## src/rtl/mm_regfile_qos.sv

```systemverilog
// Purpose: memory-mapped control/status registers, error counters and interrupts for QoS channel selection.
// Latency: read data, read-valid and access error appear one cycle after the strobe; writes reach outputs next cycle.
// Backpressure: none; every strobe is accepted, so strobes held high are independent back-to-back accesses.
module mm_regfile_qos #(
    parameter int  NUM_CH = 4,
    parameter int  CNT_W  = 16,
    localparam int CH_W   = $clog2(NUM_CH)
) (
    input  logic                clk,
    input  logic                rstn,
    input  logic                mm_write_en,
    input  logic                mm_read_en,
    input  logic [7:0]          mm_addr,
    input  logic [31:0]         mm_wdata,
    output logic [31:0]         mm_rdata,
    output logic                mm_rvalid,
    output logic                mm_err,
    output logic                irq,
    output logic                fallback_enable,
    output logic                manual_enable,
    output logic [CH_W-1:0]     manual_channel,
    output logic [19:0]         reset_timer,
    output logic [2*NUM_CH-1:0] channel_priority,
    input  logic [CH_W-1:0]     active_channel,
    input  logic [NUM_CH-1:0]   signal_present,
    input  logic [NUM_CH-1:0]   err_pulse
);

    localparam logic [7:0]       ADDR_CTRL   = 8'h00;
    localparam logic [7:0]       ADDR_PRIO   = 8'h01;
    localparam logic [7:0]       ADDR_STATUS = 8'h02;
    localparam logic [7:0]       ADDR_ISTAT  = 8'h03;
    localparam logic [7:0]       ADDR_IMASK  = 8'h04;
    localparam logic [CNT_W-1:0] CNT_MAX     = '1;
    localparam logic [CNT_W-1:0] CNT_ONE     = CNT_W'(1);

    // Control register image; only the implemented fields are stored.
    typedef struct packed {
        logic [19:0]     reset_timer;
        logic [CH_W-1:0] manual_channel;
        logic            manual_enable;
        logic            fallback_enable;
    } ctrl_t;

    // Interrupt status/mask layout: one loss bit per channel plus the channel-change bit.
    typedef struct packed {
        logic              chg;
        logic [NUM_CH-1:0] loss;
    } irq_t;

    ctrl_t               ctrl_q;
    ctrl_t               ctrl_wr;
    logic [2*NUM_CH-1:0] prio_q;
    irq_t                irq_stat_q;
    irq_t                irq_mask_q;
    irq_t                irq_wr;
    irq_t                irq_w1c;
    irq_t                irq_set;
    logic [CNT_W-1:0]    cnt_q [NUM_CH];
    logic [NUM_CH-1:0]   cnt_clr;
    logic [NUM_CH-1:0]   sig_prev_q;
    logic [CH_W-1:0]     ach_prev_q;

    logic                is_ctrl;
    logic                is_prio;
    logic                is_status;
    logic                is_istat;
    logic                is_imask;
    logic                is_cnt;
    logic [2:0]          cnt_idx;
    logic                ctrl_bad;
    logic                rd_hit;
    logic                wr_ok;
    logic                rd_err;
    logic                wr_err;
    logic [31:0]         rd_data;
    logic                unused_wdata;

    // Bits 11:5 of write data only matter for some parameterisations (wide PRIO, mask bit 8).
    assign unused_wdata = ^mm_wdata[11:5];

    assign is_ctrl   = (mm_addr == ADDR_CTRL);
    assign is_prio   = (mm_addr == ADDR_PRIO);
    assign is_status = (mm_addr == ADDR_STATUS);
    assign is_istat  = (mm_addr == ADDR_ISTAT);
    assign is_imask  = (mm_addr == ADDR_IMASK);
    assign cnt_idx   = mm_addr[2:0];
    assign is_cnt    = (mm_addr[7:3] == 5'b00010) && (int'(cnt_idx) < NUM_CH);

    // A manual channel index outside the channel range rejects the whole CTRL write.
    assign ctrl_bad  = (int'(mm_wdata[4:2]) >= NUM_CH);

    assign rd_hit    = is_ctrl | is_prio | is_status | is_istat | is_imask | is_cnt;
    assign wr_ok     = (is_ctrl & ~ctrl_bad) | is_prio | is_istat | is_imask;
    assign rd_err    = mm_read_en & ~rd_hit;
    assign wr_err    = mm_write_en & ~wr_ok;

    // Unpack write data into the CTRL and interrupt register layouts.
    always_comb begin
        ctrl_wr                 = '0;
        ctrl_wr.fallback_enable = mm_wdata[0];
        ctrl_wr.manual_enable   = mm_wdata[1];
        ctrl_wr.manual_channel  = mm_wdata[2 +: CH_W];
        ctrl_wr.reset_timer     = mm_wdata[31:12];
        irq_wr                  = '0;
        irq_wr.loss             = mm_wdata[NUM_CH-1:0];
        irq_wr.chg              = mm_wdata[8];
    end

    // Read mux over current register values, so a same-cycle write is not yet visible.
    always_comb begin
        rd_data = '0;
        if (is_ctrl) begin
            rd_data[0]           = ctrl_q.fallback_enable;
            rd_data[1]           = ctrl_q.manual_enable;
            rd_data[2 +: CH_W]   = ctrl_q.manual_channel;
            rd_data[31:12]       = ctrl_q.reset_timer;
        end else if (is_prio) begin
            rd_data[2*NUM_CH-1:0] = prio_q;
        end else if (is_status) begin
            rd_data[CH_W-1:0]    = active_channel;
            rd_data[8 +: NUM_CH] = signal_present;
        end else if (is_istat) begin
            rd_data[NUM_CH-1:0]  = irq_stat_q.loss;
            rd_data[8]           = irq_stat_q.chg;
        end else if (is_imask) begin
            rd_data[NUM_CH-1:0]  = irq_mask_q.loss;
            rd_data[8]           = irq_mask_q.chg;
        end else if (is_cnt) begin
            for (int k = 0; k < NUM_CH; k++) begin
                if (int'(cnt_idx) == k) begin
                    rd_data[CNT_W-1:0] = cnt_q[k];
                end
            end
        end
    end

    // Host writes to the RW registers; rejected or misdirected writes leave them untouched.
    always_ff @(posedge clk or negedge rstn) begin
        if (!rstn) begin
            ctrl_q     <= '0;
            prio_q     <= '0;
            irq_mask_q <= '0;
        end else if (mm_write_en) begin
            if (is_ctrl && !ctrl_bad) begin
                ctrl_q <= ctrl_wr;
            end
            if (is_prio) begin
                prio_q <= mm_wdata[2*NUM_CH-1:0];
            end
            if (is_imask) begin
                irq_mask_q <= irq_wr;
            end
        end
    end

    // Per-channel clear strobes for reads of the error counters.
    always_comb begin
        cnt_clr = '0;
        for (int k = 0; k < NUM_CH; k++) begin
            cnt_clr[k] = mm_read_en && is_cnt && (int'(cnt_idx) == k);
        end
    end

    // Saturating error counters; a pulse coinciding with the clearing read restarts the count at 1.
    always_ff @(posedge clk or negedge rstn) begin
        if (!rstn) begin
            for (int k = 0; k < NUM_CH; k++) begin
                cnt_q[k] <= '0;
            end
        end else begin
            for (int k = 0; k < NUM_CH; k++) begin
                if (cnt_clr[k]) begin
                    cnt_q[k] <= err_pulse[k] ? CNT_ONE : '0;
                end else if (err_pulse[k] && (cnt_q[k] != CNT_MAX)) begin
                    cnt_q[k] <= cnt_q[k] + CNT_ONE;
                end
            end
        end
    end

    // Interrupt event detection against last cycle's inputs, plus W1C strobes.
    always_comb begin
        irq_set      = '0;
        irq_set.loss = sig_prev_q & ~signal_present;
        irq_set.chg  = (active_channel != ach_prev_q);
        irq_w1c      = '0;
        if (mm_write_en && is_istat) begin
            irq_w1c = irq_wr;
        end
    end

    // Sticky status bits (set beats clear), input history, and the registered interrupt line.
    always_ff @(posedge clk or negedge rstn) begin
        if (!rstn) begin
            irq_stat_q <= '0;
            sig_prev_q <= '0;
            ach_prev_q <= '0;
            irq        <= 1'b0;
        end else begin
            irq_stat_q <= (irq_stat_q & ~irq_w1c) | irq_set;
            sig_prev_q <= signal_present;
            ach_prev_q <= active_channel;
            irq        <= |(irq_stat_q & irq_mask_q);
        end
    end

    // Bus response: read data holds between reads, valid and error are single-cycle pulses.
    always_ff @(posedge clk or negedge rstn) begin
        if (!rstn) begin
            mm_rdata  <= '0;
            mm_rvalid <= 1'b0;
            mm_err    <= 1'b0;
        end else begin
            if (mm_read_en) begin
                mm_rdata <= rd_data;
            end
            mm_rvalid <= mm_read_en;
            mm_err    <= rd_err | wr_err;
        end
    end

    assign fallback_enable  = ctrl_q.fallback_enable;
    assign manual_enable    = ctrl_q.manual_enable;
    assign manual_channel   = ctrl_q.manual_channel;
    assign reset_timer      = ctrl_q.reset_timer;
    assign channel_priority = prio_q;

endmodule

```

## config.mk

```make
export PLATFORM = sky130hd
export DESIGN_NAME = mm_regfile_qos
export DESIGN_NICKNAME = d
export VERILOG_FILES = /design/src/rtl/mm_regfile_qos.sv
export SDC_FILE = /design/constraint.sdc
export NUM_CORES = 1
export LEC_CHECK = 0
export ABC_AREA = 1
export BUFFER_PORTS_ARGS = -buffer_cell sky130_fd_sc_hd__clkbuf_2
export CAP_MARGIN = 30
export CORE_UTILIZATION = 60
export CTS_BUF_LIST = sky130_fd_sc_hd__clkbuf_4 sky130_fd_sc_hd__clkbuf_8
export DETAILED_ROUTE_END_ITERATION = 7
export PLACE_DENSITY = 0.83
export SLEW_MARGIN = 20
export SYNTH_ARGS = -nofsm -noshare
export SYNTH_HDL_FRONTEND = slang
export SYNTH_SLANG_ARGS = --single-unit
```

## constraint.sdc

```tcl
create_clock -name clk -period 2.29 [get_ports clk]
set_clock_uncertainty 0.2 [all_clocks]
set_input_delay 0.5725 -clock clk [delete_from_list [all_inputs] [get_ports clk]]
set_output_delay 0.5725 -clock clk [all_outputs]
set_load 0.005 [all_outputs]
```

==> flow_metrics.env <==
export IMPL_status="finished clean"
export IMPL_cp_start_kind="flop"
export IMPL_fin_util_pct=71.4
export IMPL_max_vdd_ir_drop_v=0.000717
export IMPL_maxSlewHeadroom_pct=67.8
export IMPL_power_share_clock_pct=31.1
export IMPL_path_class="flop to flop"
export IMPL_ff2ff_setup_slack_ns=0.15
export IMPL_die_y_um=120
export IMPL_nFillCells=1066
export IMPL_vias=7954
export IMPL_drt_initial_drc_count=726
export IMPL_setup_ws_ns=0.154
export IMPL_r2r_end="cnt_q[62]"
export IMPL_synth_flop_cell="dfrtp_1"
export IMPL_grt_pass1_vias=7170
export IMPL_synthArstFlopShare_pct=100
export IMPL_switching_share_pct=34.7
export IMPL_yosysSeqAreaShare_pct=44.2
export IMPL_antennaDiodeCount=0
export IMPL_synth_distinct_cells=41
export IMPL_cap_viol_max_count=0
export IMPL_fin_total_pwr_mw=6.40
export IMPL_drive_gt1_share_pct=21.2
export IMPL_tritoncts_num_buffers=17
export IMPL_viasPerCell=5.64
export IMPL_timing_setup_tns_ns=0
export IMPL_die_area_um2=14300
export IMPL_synthSimpleGateAreaFrac_pct=31.5
export IMPL_nets=1279
export IMPL_synth_area_top_cells="dfrtp_1 44%, nand2_1 14%, o21ai_0 6.2%"
export IMPL_cts_root_buf="clkbuf_8"
export IMPL_r2r_start="cnt_q[49]"
export IMPL_grt_usage_pct=32.0
export IMPL_fmax_mhz=468
export IMPL_regArea_um2=3680
export IMPL_min_period_ns=2.14
export IMPL_drc_errors=0
export IMPL_yosys_mux_area_fraction_pct=0.406
export IMPL_post_dp_hpwl_um=16300
export IMPL_synth_top_cell_area_share_pct=44.2
export IMPL_worstSkewPairLatency_ns=0.47
export IMPL_start_util_pct=62.1
export IMPL_place_congestion=0.948
export IMPL_core_area_um2=13400
export IMPL_hp_start="active_channel[1]"
export IMPL_io_pins=121
export IMPL_finalSetupViolCount=0
export IMPL_syn_avg_cell_area_um2=7.63
export IMPL_first_pass_iters=6
export IMPL_drt_total_wl_um=22100
export IMPL_cts_tree="built"
export IMPL_synth_cells=1091
export IMPL_cp_required_ns=2.43
export IMPL_synth_compound_area_share_pct=14.0
export IMPL_rows=42
export IMPL_clkTransAtPathRegs_ns=0.09
export IMPL_power_share_combinational_pct=19.2
export IMPL_synth_top_family_by_area="simple AND/OR/NAND/NOR gates"
export IMPL_grt_start_max_net_pins=57
export IMPL_portBuffers=117
export IMPL_p_leak_nw=4.81
export IMPL_pwr_share_seq_pct=49.7
export IMPL_ys_seq_elements=147
export IMPL_syn2layout_area_growth_pct=15.0
export IMPL_synthAdderAreaFrac_pct=0.601
export IMPL_synth_area_leader_cell="dfrtp_1"
export IMPL_h_tree_depth=4
export IMPL_routedWlPerCell_um=15.6
export IMPL_hold_violations=0
export IMPL_rsz0062_at_grt="no"
export IMPL_r2r_cells=8
export IMPL_antenna_found_initial=0
export IMPL_min_period_over_period_pct=93.3
export IMPL_netlist_area_um2=8320
export IMPL_arrival_ns=2.28
export IMPL_multiInputGateArea_um2=3990
export IMPL_switchingPower_mw=2.22
export IMPL_synth_xor_area_share_pct=1.16
export IMPL_worstMarginPinSlew_ns=0.479
export IMPL_die_x_um=120
export IMPL_synth_edff_count=0
export IMPL_hold_depth=1
export IMPL_ant_nets=0
export IMPL_endpoint_kind="flop"
export IMPL_grt_pass1_wl_um=35300
export IMPL_yosysWarnings=0
export IMPL_p_int_mw=4.18
export IMPL_place_ws_ns=0.0168
export IMPL_cp_max_fo=8
export IMPL_syn_num_nets=1149
export IMPL_drv_slew=0
export IMPL_post_cts_buffers=0
export IMPL_grt_overflow_total=0
export IMPL_powerDensity_nw_per_um2=669
export IMPL_clk_path_buf_depth=2
export IMPL_cts_sinks=147
export IMPL_hold_path_class="input pin to flop"
export IMPL_hold_end="ach_prev_q[1]"
## worst max path at each step
stage	cells past startpoint	endpoint	slack (ns)	from
final	8	cnt_q[62]	0.15	cnt_q[49]
after CTS	7	cnt_q[52]	0.12	cnt_q[49]
after floorplan	10	cnt_q[42]	0.29	mm_addr[1]
after global routing	8	cnt_q[60]	0.005	cnt_q[49]
after global placement	9	cnt_q[48]	0.10	mm_addr[2]
after detailed placement	9	irq_stat_q[4]	0.02	mm_addr[2]
## layout make-up
| cell class | count | area share [%] |
|---|---|---|
| Inverter | 120 | 4.86 |
| Clock inverter | 15 | 1.56 |
| Multi-Input combinational cell | 792 | 41.6 |
| Timing Repair Buffer | 142 | 8.69 |
| Tap cell | 176 | 2.30 |
| Clock buffer | 17 | 2.44 |
| Sequential cell | 147 | 38.4 |
| Timing Repair inverter | 1 | 0.0784 |
## stage by stage
stage | area [µm²] | std cells | hold slack (ns)
6_report | 9570 | 1410 | 0.0455
5_1_grt | 9570 | 1410 | 0.0267
4_1_cts | 9550 | 1409 | 0.0412
3_5_place_dp | 9150 | 1376 | 0.265
3_3_place_gp | 9150 | 1376 | 0.263
2_1_floorplan | 8320 | 1091 | 0.0769
## power by group through the flow
| stage | clock network (mW) | logic, mW | registers, mW |
|---|---|---|---|
| floorplan | 0 | 0.825 | 3.14 |
| global placement | 0 | 1.16 | 3.22 |
| detailed placement | 0 | 1.21 | 3.22 |
| CTS | 2.01 | 1.21 | 3.17 |
| global route | 2.13 | 1.38 | 3.23 |
| finish | 1.99 | 1.23 | 3.19 |
## synthesized netlist by cell type, types with 4 or more instances
master and n:
nand2_2 6, nand3b_1 4, xor2_1 9, or2_2 8, nand2_4 8, nand3_1 84
ha_1 4, clkbuf_1 11, o22ai_1 9, o211ai_1 7, buf_2 10, a21oi_1 28
inv_2 9, nand2_1 318, nor3_1 21, nor2_1 76, nand4_1 39, inv_1 108
o21ai_2 34, o21ai_0 103, dfrtp_1 147, o21bai_1 5, buf_6 8
## sequential cells by signal (all words and copies together), names as in the netlist
register	cells
manual_channel	2
irq_stat_q	5
manual_enable	1
cnt_q	64
sig_prev_q	4
mm_rvalid	1
reset_timer	20
channel_priority	8
ach_prev_q	2
irq_mask_q	5
mm_rdata	32
fallback_enable	1
irq	1
mm_err	1
## routing by layer
metal / up-vias / routed length [µm] / global-route usage, %
met4: 0 / 566 / 12.2
met1: 3730 / 9500 / 44.5
met3: 47 / 1630 / 6.80
li1: 3849 / - / -
met2: 328 / 10400 / 49.1
met5: - / 0 / 0
## kinds of logic after synthesis
group                    Yosys count
AO/OA/AOI/OAI                    196
XOR/XNOR                          11
adder cells (fa/ha/maj)            4
buffers and inverters            152
flip-flops                       147
multiplexers                       3
AND/OR/NAND/NOR                  578
## critical path, cell delays in order (launching register included)
cell	delay [ns]
dfrtp_1	0.45
ha_1	0.27
nand3_1	0.17
nor2_1	0.19
nand3_1	0.15
nand2_4	0.18
clkinvlp_4	0.20
nand3_1	0.12
o21ai_0	0.08
## timing repair
action	CTS	global route
setup endpoints to repair	0	19
resized for setup	0	8
hold buffers	1	0
hold endpoints to repair	37	0
## placed cells by master (no fill, tap or decap), drive strengths merged
| cell | count |
|---|---|
| nor3 | 26 |
| o22ai | 9 |
| dfrtp | 147 |
| nand4 | 40 |
| a221oi | 1 |
| buf | 25 |
| and3 | 1 |
| o21a | 3 |
| nand2 | 332 |
| nand3 | 85 |
| a21boi | 2 |
| clkinvlp | 5 |
| nor2 | 82 |
| bufinv | 1 |
| dlygate4sd3 | 1 |
| nand3b | 4 |
| clkbuf | 133 |
| ha | 4 |
| a21oi | 28 |
| xor2 | 9 |
| xnor2 | 2 |
| clkinv | 6 |
| o211ai | 7 |
| o21bai | 5 |
| mux2 | 3 |
| a22oi | 1 |
| or2 | 8 |
| inv | 124 |
| o21ai | 140 |
No activity file was read; power rests on OpenSTA's default activity.
